$ cat src/rtl/keypad_scanner.sv
// 4x4 matrix keypad scanner: rotates an active-low column strobe, synchronises the rows,
// debounces the first key seen and reports it as a code with a valid pulse and a held level.
module keypad_scanner #(
    parameter int SCAN_DIV_N     = 16,
    parameter int DEBOUNCE_SCANS = 4
) (
    input  logic       clk,
    input  logic       reset,
    input  logic [3:0] row,
    output logic [3:0] col,
    output logic [3:0] key_code,
    output logic       key_valid,
    output logic       key_held
);

    localparam int CNT_W = $clog2(DEBOUNCE_SCANS + 1);
    localparam logic [CNT_W-1:0] CNT_LAST = CNT_W'(DEBOUNCE_SCANS - 1);
    localparam logic [CNT_W-1:0] CNT_ONE  = CNT_W'(1);

    typedef enum logic [1:0] {
        SCAN,
        DEBOUNCE,
        PRESSED
    } state_t;

    logic [SCAN_DIV_N-1:0] div_reg;
    logic [1:0]            col_idx_reg;
    logic [3:0]            sync1_reg;
    logic [3:0]            sync2_reg;
    logic [3:0]            row_s;
    logic                  tick;

    state_t                state_reg;
    logic [3:0]            cand_reg;
    logic [CNT_W-1:0]      cnt_reg;

    logic                  hit;
    logic [1:0]            hit_row;
    logic                  cand_visit;
    logic                  cand_low;

    assign tick  = &div_reg;
    assign row_s = sync2_reg;

    // Divider, column rotation and row synchroniser run regardless of FSM state.
    always_ff @(posedge clk) begin
        if (reset) begin
            div_reg     <= '0;
            col_idx_reg <= 2'd0;
            col         <= 4'b1110;
            sync1_reg   <= 4'b1111;
            sync2_reg   <= 4'b1111;
        end else begin
            div_reg   <= div_reg + 1'b1;
            sync1_reg <= row;
            sync2_reg <= sync1_reg;
            if (tick) begin
                col_idx_reg <= col_idx_reg + 2'd1;
                col         <= ~(4'b0001 << (col_idx_reg + 2'd1));
            end
        end
    end

    // Lowest-index low row wins when several keys share a column.
    always_comb begin
        hit_row = 2'd0;
        for (int i = 3; i >= 0; i--) begin
            if (!row_s[i]) begin
                hit_row = 2'(i);
            end
        end
    end

    assign hit        = (row_s != 4'b1111);
    assign cand_visit = tick && (col_idx_reg == cand_reg[1:0]);
    assign cand_low   = ~row_s[cand_reg[3:2]];

    always_ff @(posedge clk) begin
        if (reset) begin
            state_reg <= SCAN;
            cand_reg  <= 4'd0;
            cnt_reg   <= '0;
            key_code  <= 4'd0;
            key_valid <= 1'b0;
            key_held  <= 1'b0;
        end else begin
            key_valid <= 1'b0;
            case (state_reg)
                SCAN: begin
                    if (tick && hit) begin
                        cand_reg  <= {hit_row, col_idx_reg};
                        cnt_reg   <= CNT_ONE;
                        state_reg <= DEBOUNCE;
                    end
                end
                DEBOUNCE: begin
                    if (cand_visit) begin
                        if (cand_low) begin
                            if (cnt_reg == CNT_LAST) begin
                                key_code  <= cand_reg;
                                key_valid <= 1'b1;
                                key_held  <= 1'b1;
                                cnt_reg   <= '0;
                                state_reg <= PRESSED;
                            end else begin
                                cnt_reg <= cnt_reg + CNT_ONE;
                            end
                        end else begin
                            cnt_reg   <= '0;
                            state_reg <= SCAN;
                        end
                    end
                end
                PRESSED: begin
                    // cnt_reg counts consecutive high samples; any low sample restarts release.
                    if (cand_visit) begin
                        if (cand_low) begin
                            cnt_reg <= '0;
                        end else if (cnt_reg == CNT_LAST) begin
                            key_held  <= 1'b0;
                            cnt_reg   <= '0;
                            state_reg <= SCAN;
                        end else begin
                            cnt_reg <= cnt_reg + CNT_ONE;
                        end
                    end
                end
                default: begin
                    state_reg <= SCAN;
                end
            endcase
        end
    end

endmodule

$ cat config.mk
export PLATFORM = sky130hd
export DESIGN_NAME = keypad_scanner
export DESIGN_NICKNAME = d
export VERILOG_FILES = /design/src/rtl/keypad_scanner.sv
export SDC_FILE = /design/constraint.sdc
export NUM_CORES = 1
export LEC_CHECK = 0
export ABC_AREA = 1
export CAP_MARGIN = 20
export CORE_MARGIN = 2
export CORE_UTILIZATION = 40
export DETAILED_ROUTE_END_ITERATION = 12
export MAX_ROUTING_LAYER = met4
export SLEW_MARGIN = 20
export SYNTH_ARGS = -nofsm -noshare
export SYNTH_HDL_FRONTEND = slang
export SYNTH_SLANG_ARGS = --single-unit
$ cat constraint.sdc
create_clock -name clk -period 1.4 [get_ports clk]
set_input_delay 0.21 -clock clk [delete_from_list [all_inputs] [get_ports clk]]
set_output_delay 0.21 -clock clk [all_outputs]
set_load 0.01 [all_outputs]
# Word level (Yosys, flattened, before mapping)
# Cells that the tools add are included.
word_totals:
  ff_bits: 45
  inputBits: 6
  out_inout_bits: 10
  wordCells: 74
op_classes:
  addsub: 3
  magnitude_cmp: 1
  eq_ne: 13
  shifts: 1
  mux: 29
  bitwise: 4
  reduce_logical: 12
ops:
  columns: ["operator", "n"]
  rows:
  - ["$mux W2", 11]
  - ["$mux W3", 6]
  - ["$add A16 B1 Y16 const B", 1]
  - ["$reduce_and A16 Y1", 1]
  - ["$ne A2 B2 Y1 const B", 7]
  - ["$pmux W3 S3", 1]
  - ["$mux W1", 8]
  - ["$reduce_and A4 Y1", 2]
  - ["$reduce_and A7 Y1", 1]
  - ["$pmux W2 S3", 1]
  - ["$reduce_and A6 Y1", 1]
  - ["$ne A4 B4 Y1 const B", 1]
  - ["$not A4 Y4", 1]
  - ["$reduce_or A4 Y1", 1]
  - ["$shl A1 B2 Y4 const A", 1]
  - ["$add A3 B1 Y3 const B", 1]
  - ["$eq A3 B2 Y1 const B", 1]
  - ["$lt A2 B3 Y1 const B", 1]
  - ["$ne A3 B3 Y1 const B", 1]
  - ["$not A1 Y1", 3]
  - ["$reduce_bool A3 Y1", 1]
  - ["$add A2 B1 Y2 const B", 1]
  - ["$bmux W1 S2", 1]
  - ["$eq A2 B1 Y1 const B", 1]
  - ["7 further kinds", 8]

# Logic depth before layout (Yosys ltp)
# Gate-level depths: netlist (run 1).
logic_depth:
  depth_word: 5
  ltp_mapped: 12
  mapped_depth_nobuf: 12

# Least setup slack after synthesis (run 1)
# No wires, ideal clock.
synth_timing:
  path_type: "reg2reg"
  start: "register div_reg[0]"
  end: "register cnt_reg[0]"
  setup_ns: 0.113
  arrival_ns: 1.400
  required_time_ns: 1.287
  path_slack_ns: -0.113
  stages_incl_launch_ff: 13
  n_path_buf: 0
  period_less_slack_ns: 1.513
  path_cell_list: "dfxtp_1 -> ha_1 -> nand2_1 -> nor2_2 -> nand2_4 -> nor2_8 -> nand2_2 -> nand2_2 -> nand2_2 -> nor2_4 -> inv_2 -> nor2_1 -> nor2_1"
synth_via:
  elab_chain_len: 4
synth_lines:
  columns: ["item", "line", "text"]
  rows:
  - ["from (decl)", "26", "logic [SCAN_DIV_N-1:0] div_reg;"]
  - ["from (signal assigned)", "54", "div_reg <= div_reg + 1'b1;"]
  - ["$reduce_and A16 Y1 (*)", "42", "assign tick = &div_reg;"]
  - ["$logic_and A1 B1 Y1, on equally long branches", "90, 75", null]
  - ["$ne A2 B2 Y1 (no line)", null, null]
  - ["$reduce_and A4 Y1 (no line) (*)", null, null]
  - ["to (signal assigned)", "106", "cnt_reg <= cnt_reg + CNT_ONE;"]
  - ["to (signal assigned)", "124", "cnt_reg <= cnt_reg + CNT_ONE;"]
  - ["to (decl)", "35", "logic [CNT_W-1:0] cnt_reg;"]
# Every way passes the cells marked *; elsewhere a longest branch is shown, timed or not.
# A chain may end at the register's enable or synchronous reset.

# Worst setup path after layout (run 1)
layout_timing:
  start: "register div_reg[1]"
  end: "register cnt_reg[1]"
# Same word-level chain as after synthesis.

==> impl_metrics.py, run 1 <==
metrics = {
    "clock_network": {
        "cts_buffers": 5,
        "htree_levels": 2,
        "cts_tree": "yes",
        "clk_pin_slew_ns": 0.09,
        "cts_sinks": 45,
        "clockRootBuffer": "clkbuf_8",
        "clkLatencyLatePin_ns": 0.30,
        "cts_buffer_depth": 2,
    },
    "setup_path": {
        "r2r-end": "cnt_reg[1]$_SDFFE_PP0P_",
        "critPathCaptureType": "register",
        "cp.arrival_ns": 1.70,
        "crit_path_end": "cnt_reg[1]$_SDFFE_PP0P_",
        "critPathKind": "register to register",
        "worstPathMaxFanout": 4,
        "r2r-start": "div_reg[1]$_SDFF_PP0_",
        "cp-startpoint": "div_reg[1]$_SDFF_PP0_",
        "rrSetupSlack_ns": -0.1,
        "start_kind": "register",
        "worst_ep_required_time_ns": 1.60,
        "rr_worst_depth": 12,
    },
    "sta": {
        "fin_ws_ns": -0.0991,
        "fin_skew_ns": 0.00853,
        "period_share": 1.07,
        "drv_slew": 0,
        "finalSetupTns_ns": -0.867,
        "worst_pin_slew_ns": 0.300,
        "setup_viol": 16,
        "clock.fmax_mhz": 667,
        "hold_viol_final": 0,
        "slew_headroom": 0.799,
        "fin_crit_ns": 1.50,
        "grt_setup_unrepaired": "yes",
    },
    "synth": {
        "synth_nets": 266,
        "synthFlopType": "dfxtp_1",
        "yosysWarnings": 0,
        "synth_top_family_by_area": "simple AND/OR/NAND/NOR gates",
        "synth_fa_ha_area_frac": 0.0616,
        "synth_xor_area_frac": 0.0172,
        "synth_compound_area_frac": 0.141,
        "netlist.area_leader.share": 0.443,
        "yosys-top-cells-area": "dfxtp_1 44%, ha_1 6.2%, inv_1 5.4%, nand2_1 5.0%, nor2_1 5.0%",
        "yosys.area.top_type": "dfxtp_1",
        "synth_cells": 250,
        "netlist_area_um2": 2030,
        "synth-simple-area-share": 0.264,
        "ys_async_sr_fraction": 0,
        "synth-seq-area-share": 0.443,
        "muxShareOfSynthArea": 0,
        "synth_edf_count": 0,
        "yosysUniqueCellTypes": 32,
        "ys_ff_latch": 45,
        "synth.avg_cell_area_um2": 8.13,
    },
    "global_routing": {
        "groute.usage.overall": 0.164,
        "grt_max_degree": 25,
        "grt_overflow": 0,
        "antenna_found_initial": 0,
        "grt_pass1_wl_um": 6870,
        "grt_pass1_vias": 1601,
    },
    "floorplan": {
        "die-width_um": 75.3,
        "die_h_um": 75.3,
        "start_util": 0.422,
        "rows": 25,
        "core_area_um2": 4820,
        "die_area_um2": 5670,
        "io_pins": 16,
    },
    "status": {
        "status": "complete, but fails checks",
        "violations": "setup timing",
    },
    "finish": {
        "final_nets": 325,
        "final_area_um2": 2800,
        "post-route-util": 0.582,
        "layout_commonest_cell": "buf_4",
        "final_cell_mix": "41 x buf_4, 40 x dfxtp_1, 29 x inv_1",
        "syn2layout_area_growth_pct": 37.9,
        "layout-drive-gt1-share": 0.342,
        "largest_reg_flops": 16,
        "multi_input_area_um2": 1100,
        "fill_cells": 442,
        "n_antenna_cell": 0,
        "seqCellArea_um2": 907,
    },
    "job": {
        "maxCapViolations": 0,
    },
    "power": {
        "powerDensity_nw_per_um2": 805,
        "max-vdd-ir-drop_mv": 0.628,
        "power_leakage_nw": 1.35,
    },
    "routing": {
        "dr.first_iter.drc_count": 69,
        "final_antenna_net_count": 0,
        "post-route-drc-count": 0,
        "avgViaCountPerCell": 4.66,
        "wire_per_inst_um": 11.0,
        "drt_wl_total_um": 4140,
        "via_count": 1758,
        "drt_pass1_iterations": 4,
    },
    "place": {
        "hpwl_um": 2930,
        "placed_area_um2": 2520,
        "port_buffers": 15,
        "gp_congestion": 0.743,
    },
    "worst_hold_path": {
        "hp-class": "register to register",
    },
}
## through the flow
stage	total power [mW]	hold slack (ns)	setup slack, ns	std cells
6_report	2.26	0.412	-0.0991	377
3_3_place_gp	1.43	0.400	-0.0910	358
3_5_place_dp	1.44	0.402	-0.148	358
2_1_floorplan	1.39	0.314	-0.0378	250
4_1_cts	2.28	0.412	-0.107	372
5_1_grt	2.34	0.430	-0.220	377
## synth_stat cells, types with 5 or more instances
| cell | count |
|---|---|
| dfxtp_1 | 45 |
| inv_1 | 29 |
| o21ai_0 | 20 |
| ha_1 | 10 |
| a21oi_1 | 20 |
| nor2_1 | 27 |
| nand3_1 | 10 |
| or2_2 | 9 |
| nand2_1 | 27 |
| o21ai_1 | 7 |
| nand2_2 | 5 |
## cell families after synthesis
group | after synthesis
flip-flops | 45
adder cells (fa/ha/maj) | 10
AND/OR/NAND/NOR | 98
buffers and inverters | 39
XOR/XNOR | 4
AO/OA/AOI/OAI | 54
## layer usage
layer,share of wire,global-route usage,up-vias
li1,-,-,929
met5,0,-,-
met4,0.016,0.0585,0
met1,0.48,0.207,788
met3,0.029,0.0402,7
met2,0.48,0.254,34
## worst max-delay path: stages (launching register included)
cell and delay [ns]:
dfxtp_2 0.37, ha_4 0.16, nand2_4 0.05, nor2_4 0.11, nand2_4 0.09, nor2_8 0.11
nand2_2 0.07, nand2_4 0.10, nand2_4 0.05, nor2_4 0.11, inv_2 0.05, nor2_1 0.08
nor2_1 0.05
## where the power goes
group / internal (mW) / switching, mW
clock: 0.364 / 0.481
combinational: 0.0512 / 0.0500
sequential: 1.30 / 0.0132
total: 1.71 / 0.544
## area by class of cell
type / instances / area share
multi-input combinational: 166 / 0.393
sequential: 45 / 0.324
tap: 67 / 0.0299
clock inverter: 3 / 0.00893
clock buffer: 5 / 0.0246
inverter: 34 / 0.0455
timing repair buffer: 57 / 0.174
## what timing repair did
| action | 4_1_cts | 5_1_grt |
|---|---|---|
| pin swaps | 6 | 5 |
| buffers inserted | 6 | 6 |
| setup endpoints to repair | 23 | 34 |
| gates cloned | 0 | 0 |
| gates resized for setup | 10 | 31 |
| hold buffers | 0 | 0 |
| endpoints found under the hold margin | 0 | 0 |
## worst min-delay path by stage
stage / slack [ns] / start / to / cells after the start
after floorplan: 0.31 / row[0] / sync1_reg[0]$_SDFF_PP1_ / 1
after global routing: 0.43 / sync1_reg[2]$_SDFF_PP1_ / row_s[2]$_SDFF_PP1_ / 1
after global placement: 0.40 / sync1_reg[2]$_SDFF_PP1_ / row_s[2]$_SDFF_PP1_ / 1
after CTS: 0.41 / sync1_reg[2]$_SDFF_PP1_ / row_s[2]$_SDFF_PP1_ / 1
final: 0.41 / sync1_reg[2]$_SDFF_PP1_ / row_s[2]$_SDFF_PP1_ / 1
after detailed placement: 0.40 / sync1_reg[2]$_SDFF_PP1_ / row_s[2]$_SDFF_PP1_ / 1
No activity file was read; power rests on OpenSTA's default activity.
==> run 2: changes to the inputs <==
- CORE_ASPECT_RATIO: not set -> 1.5
==> run 2 against run 1 <==
  * The run still ends with setup timing left
  * Routed wire length is 7.4% higher
  * Worst setup slack worse by 0.081 ns
  * Sequential share of layout area is 1.4 points lower
==> impl_metrics.py, run 2 (same netlist as run 1, synthesis figures left out) <==
metrics = {
    "routing": {
        "final_antenna_net_count": 0,
        "drt_pass1_iterations": 4,
        "post-route-drc-count": 0,
        "highest_layer": "met4",
        "dr.first_iter.drc_count": 43,
        "wl_met3_um": 86,
        "drt_wl_total_um": 4440,
        "wl_met1_um": 1740,
        "via_count": 1827,
        "dr_wl_met2_um": 2480,
        "wire_per_inst_um": 11.5,
        "avgViaCountPerCell": 4.75,
    },
    "clock_network": {
        "cts_tree": "yes",
        "clockRootBuffer": "clkbuf_8",
        "cts_sinks": 45,
        "clkLatencyLatePin_ns": 0.30,
        "cts_buffers": 5,
        "cts_buffer_depth": 2,
        "htree_levels": 2,
        "clk_pin_slew_ns": 0.08,
    },
    "setup_path": {
        "worstPathMaxFanout": 4,
        "critPathKind": "register to register",
        "rrSetupSlack_ns": -0.18,
        "critPathCaptureType": "register",
        "cpLargestDelayFamily": "simple AND/OR/NAND/NOR gates",
        "crit_top_cell": "nand2_4",
        "slowest_delay_ns": 0.35,
        "cp.arrival_ns": 1.77,
        "crit_path_top_delay_cell": "dfxtp_2",
        "start_kind": "register",
        "path_buf_inv": 1,
        "crit_chain": "ha_4 -> nand2_4 -> nor2_4 -> nand2_4 -> nor2_8 -> nand2_4 -> nand2_4 -> nand2_4 -> nor2_4 -> inv_2 -> nor2_1 -> nor2_1",
        "worst_ep_required_time_ns": 1.59,
    },
    "sta": {
        "clock.fmax_mhz": 633,
        "setup_viol": 17,
        "drv_slew": 0,
        "hold_viol_final": 0,
        "grt_setup_unrepaired": "yes",
        "finalSetupTns_ns": -1.45,
        "fin_ws_ns": -0.180,
        "fin_skew_ns": 0.0102,
        "period_share": 1.13,
        "worst_pin_slew_ns": 0.279,
        "fin_crit_ns": 1.58,
        "slew_headroom": 0.813,
    },
    "finish": {
        "layout-drive-gt1-share": 0.367,
        "n_antenna_cell": 0,
        "final_nets": 334,
        "layout_commonest_cell": "buf_4",
        "multi_input_area_um2": 1130,
        "fin_cells": 385,
        "final_cell_mix": "47 x buf_4, 39 x dfxtp_1, 27 x inv_1",
        "largest_reg_flops": 16,
        "seqCellArea_um2": 908,
        "fill_cells": 427,
        "syn2layout_area_growth_pct": 44.6,
    },
    "job": {
        "maxCapViolations": 0,
    },
    "global_routing": {
        "grt_pass1_wl_um": 7130,
        "grt_pass1_vias": 1692,
        "antenna_found_initial": 0,
        "groute.usage.overall": 0.163,
        "grt_overflow": 0,
        "grt_max_degree": 25,
    },
    "floorplan": {
        "die-width_um": 62.2,
        "die_h_um": 91.3,
        "start_util": 0.419,
        "io_pins": 16,
        "die_area_um2": 5680,
        "rows": 31,
        "core_area_um2": 4850,
    },
    "power": {
        "power.share.clock": 0.417,
        "p_switching_mw": 0.500,
        "p_sw_frac": 0.205,
        "p_comb_frac": 0.046,
        "max-vdd-ir-drop_mv": 0.660,
        "powerDensity_nw_per_um2": 831,
        "power_leakage_nw": 1.39,
        "p_int_mw": 1.94,
        "seq_power_share": 0.537,
    },
    "place": {
        "hpwl_um": 3090,
        "gp_congestion": 0.818,
        "dp_cells": 367,
        "port_buffers": 15,
    },
    "status": {
        "status": "complete, but fails checks",
        "violations": "setup timing",
    },
    "worst_hold_path": {
        "hp-class": "register to register",
    },
}
==> run 2: cell types whose count changed in the layout (fill, tap and decap cells not counted), sizes merged <==
| cell | change |
|---|---|
| clkinvlp | -1 |
| buf | +9 |
| inv | -3 |
| clkbuf | +2 |
| clkdlybuf4s50 | +1 |
| bufinv | +1 |
| dlymetal6s2s | -1 |
| clkinv | +1 |
==> run 2: layer usage <==
| layer | vias up | global-route usage |
|---|---|---|
| met5 | - | - |
| met4 | 0 | 0.0852 |
| met3 | 13 | 0.0273 |
| met2 | 21 | 0.284 |
| met1 | 841 | 0.177 |
| li1 | 952 | - |
==> run 2: final cells by class <==
class,instances,area share
multi-input combinational,166,0.385
timing repair buffer,66,0.195
tap,66,0.0281
sequential,45,0.309
clock buffer,7,0.0294
clock inverter,1,0.0102
inverter,34,0.0434
==> run 2: path summary, 6_finish.rpt <==
| path | start | end | cells past startpoint |
|---|---|---|---|
| hold reg to reg | sync1_reg[3]$_SDFF_PP1_ | row_s[3]$_SDFF_PP1_ | 1 |
| setup reg to reg | div_reg[1]$_SDFF_PP0_ | cnt_reg[0]$_SDFFE_PP0P_ | 12 |
| setup / recovery | div_reg[1]$_SDFF_PP0_ | cnt_reg[0]$_SDFFE_PP0P_ | 12 |
| hold / removal | sync1_reg[3]$_SDFF_PP1_ | row_s[3]$_SDFF_PP1_ | 1 |
==> run 2: metrics by stage <==
stage	util	hold slack, ns	setup WS [ns]	instance area [um^2]	total power, mW
6_report	0.606	0.410	-0.180	2940	2.44
3_3_place_gp	0.537	0.390	-0.128	2610	1.44
2_1_floorplan	-	0.314	-0.0378	2060	1.39
4_1_cts	0.573	0.415	-0.154	2780	2.47
5_1_grt	0.606	0.430	-0.293	2940	2.53
3_5_place_dp	0.537	0.395	-0.160	2610	1.45
==> run 2: power by group through the flow <==
| stage | combinational [mW] | clock (mW) | sequential [mW] |
|---|---|---|---|
| after CTS | 0.109 | 1.05 | 1.31 |
| after detailed placement | 0.108 | 0 | 1.34 |
| after floorplan | 0.0518 | 0 | 1.34 |
| after global placement | 0.105 | 0 | 1.34 |
| after global routing | 0.126 | 1.10 | 1.31 |
| final | 0.113 | 1.02 | 1.31 |
==> run 2: timing repair <==
action	4_1_cts	5_1_grt
endpoints found under the setup margin	28	33
gates resized for setup	14	34
pin swaps	8	12
hold buffers	0	0
buffers inserted	4	7
==> run 3: changes to the inputs <==
- RECOVER_POWER: not set -> 50
==> run 3 against run 2 <==
  * The run still ends with setup timing left
  * Sequential power barely moved
  * Sequential share of layout area up 0.52 points
  * Clock skew fell by 0.00051 ns
  * First-iteration DRC count is 14% higher
  * Worst setup slack got worse by 0.0034 ns
  * Register-to-register slack is essentially flat
  * Critical endpoint unchanged
==> impl_metrics.py, run 3 (same netlist as run 1, synthesis figures left out) <==
metrics = {
    "global_routing": {
        "grt_max_degree": 25,
        "grt_pass1_wl_um": 7130,
        "antenna_found_initial": 0,
        "grt_pass1_vias": 1692,
        "groute.usage.overall": 0.163,
        "grt_overflow": 0,
    },
    "routing": {
        "final_antenna_net_count": 0,
        "via_count": 1840,
        "wire_per_inst_um": 11.6,
        "post-route-drc-count": 0,
        "drt_wl_total_um": 4470,
        "dr.first_iter.drc_count": 49,
        "drt_pass1_iterations": 4,
        "avgViaCountPerCell": 4.78,
    },
    "power": {
        "p_comb_frac": 0.041,
        "power_leakage_nw": 1.34,
        "p_sw_frac": 0.205,
        "max-vdd-ir-drop_mv": 0.660,
        "powerDensity_nw_per_um2": 839,
        "power.share.clock": 0.419,
        "p_switching_mw": 0.497,
        "seq_power_share": 0.540,
        "p_int_mw": 1.93,
        "total_power_mw": 2.43,
    },
    "floorplan": {
        "start_util": 0.419,
        "io_pins": 16,
        "die_h_um": 91.3,
        "core_area_um2": 4850,
        "die_area_um2": 5680,
        "die-width_um": 62.2,
        "rows": 31,
    },
    "job": {
        "maxCapViolations": 0,
    },
    "setup_path": {
        "crit_chain": "ha_4 -> nand2_4 -> nor2_4 -> nand2_4 -> nor2_8 -> nand2_4 -> nand2_4 -> nand2_4 -> nor2_4 -> inv_2 -> nor2_1 -> nor2_1",
        "critPathCaptureType": "register",
        "worst_ep_required_time_ns": 1.59,
        "crit_top_cell": "nand2_4",
        "worstPathMaxFanout": 4,
        "path_buf_inv": 1,
        "cp-startpoint": "div_reg[1]$_SDFF_PP0_",
        "crit_path_top_delay_cell": "dfxtp_2",
        "slowest_delay_ns": 0.35,
        "critPathKind": "register to register",
        "cp.arrival_ns": 1.78,
        "cpLargestDelayFamily": "simple AND/OR/NAND/NOR gates",
        "start_kind": "register",
        "r2r-start": "div_reg[1]$_SDFF_PP0_",
    },
    "clock_network": {
        "cts_sinks": 45,
        "htree_levels": 2,
        "cts_buffer_depth": 2,
        "clockRootBuffer": "clkbuf_8",
        "cts_buffers": 5,
        "clk_pin_slew_ns": 0.08,
        "cts_tree": "yes",
        "clkLatencyLatePin_ns": 0.30,
        "cts_hold_buffers": 0,
    },
    "sta": {
        "grt_setup_unrepaired": "yes",
        "clock.fmax_mhz": 631,
        "fin_crit_ns": 1.58,
        "drv_slew": 0,
        "whs_ns": 0.410,
        "fin_ws_ns": -0.184,
        "slew_headroom": 0.766,
        "setup_viol": 17,
        "worst_pin_slew_ns": 0.352,
        "fin_skew_ns": 0.00973,
        "finalSetupTns_ns": -1.55,
        "hold_viol_final": 0,
        "period_share": 1.13,
    },
    "finish": {
        "final_cell_mix": "45 x buf_4, 39 x dfxtp_1, 27 x inv_1",
        "layout_commonest_cell": "buf_4",
        "n_antenna_cell": 0,
        "largest_reg_flops": 16,
        "post-route-util": 0.596,
        "fill_cells": 435,
        "fin_cells": 385,
        "syn2layout_area_growth_pct": 42.2,
        "layout-drive-gt1-share": 0.357,
        "final_nets": 334,
    },
    "place": {
        "hpwl_um": 3090,
        "port_buffers": 15,
        "dp_cells": 367,
        "gp_congestion": 0.818,
    },
    "status": {
        "violations": "setup timing",
        "status": "complete, but fails checks",
    },
    "worst_hold_path": {
        "hp-class": "register to register",
        "holdCritStartpoint": "sync1_reg[3]$_SDFF_PP1_",
    },
}
[run 3: cell types whose count changed in the layout (fill, tap and decap cells not counted)]
| cell | delta |
|---|---|
| buf_4 | -2 |
| buf_12 | -2 |
| clkbuf_1 | +3 |
| dlygate4sd3_1 | +1 |
| clkdlybuf4s50_1 | -1 |
| clkdlybuf4s25_1 | +5 |
| clkbuf_4 | +1 |
| dlymetal6s2s_1 | -5 |
[run 3: through the flow]
step,instance area [um^2],setup slack [ns]
after floorplan,2060,-0.0378
after global placement,2610,-0.128
after detailed placement,2610,-0.160
after CTS,2780,-0.154
after global routing,2890,-0.293
final,2890,-0.184
[run 3: path summary, 6_finish.rpt]
path / cells past startpoint / endpoint / slack (ns)
hold reg to reg: 1 / row_s[3]$_SDFF_PP1_ / 0.41
setup / recovery: 12 / cnt_reg[0]$_SDFFE_PP0P_ / -0.18
setup reg to reg: 12 / cnt_reg[0]$_SDFFE_PP0P_ / -0.18
hold / removal: 1 / row_s[3]$_SDFF_PP1_ / 0.41
[run 3: repair_timing]
item                       CTS  global route
buffers inserted             4             7
gates resized for setup     14            34
pin swaps                    8            12
setup endpoints to repair   28            33
[run 3: layout make-up]
cell class / count / area, um^2 / share of cell area
clock inverters: 1 / 30.0 / 0.0104
well taps: 66 / 82.6 / 0.0286
multi-input cells: 166 / 1130 / 0.391
flip-flops and latches: 45 / 908 / 0.314
inverters: 34 / 128 / 0.0442
repair buffers: 66 / 524 / 0.181
clock buffers: 7 / 86.3 / 0.0299
[run 3: layer usage]
layer	vias to the layer above	GRT usage	share of wire	wire [um]
li1	952	-	-	-
met1	854	0.177	0.39	1750
met2	21	0.284	0.56	2490
met3	13	0.0273	0.020	88
met4	0	0.0852	0.030	136
met5	-	-	0	0
[run 3: power by group through the flow]
stage,Combinational (mW),Sequential (mW),Clock (mW)
2_1_floorplan,0.0518,1.34,0
3_3_place_gp,0.105,1.34,0
3_5_place_dp,0.108,1.34,0
4_1_cts,0.109,1.31,1.05
5_1_grt,0.113,1.31,1.10
6_report,0.0994,1.31,1.02
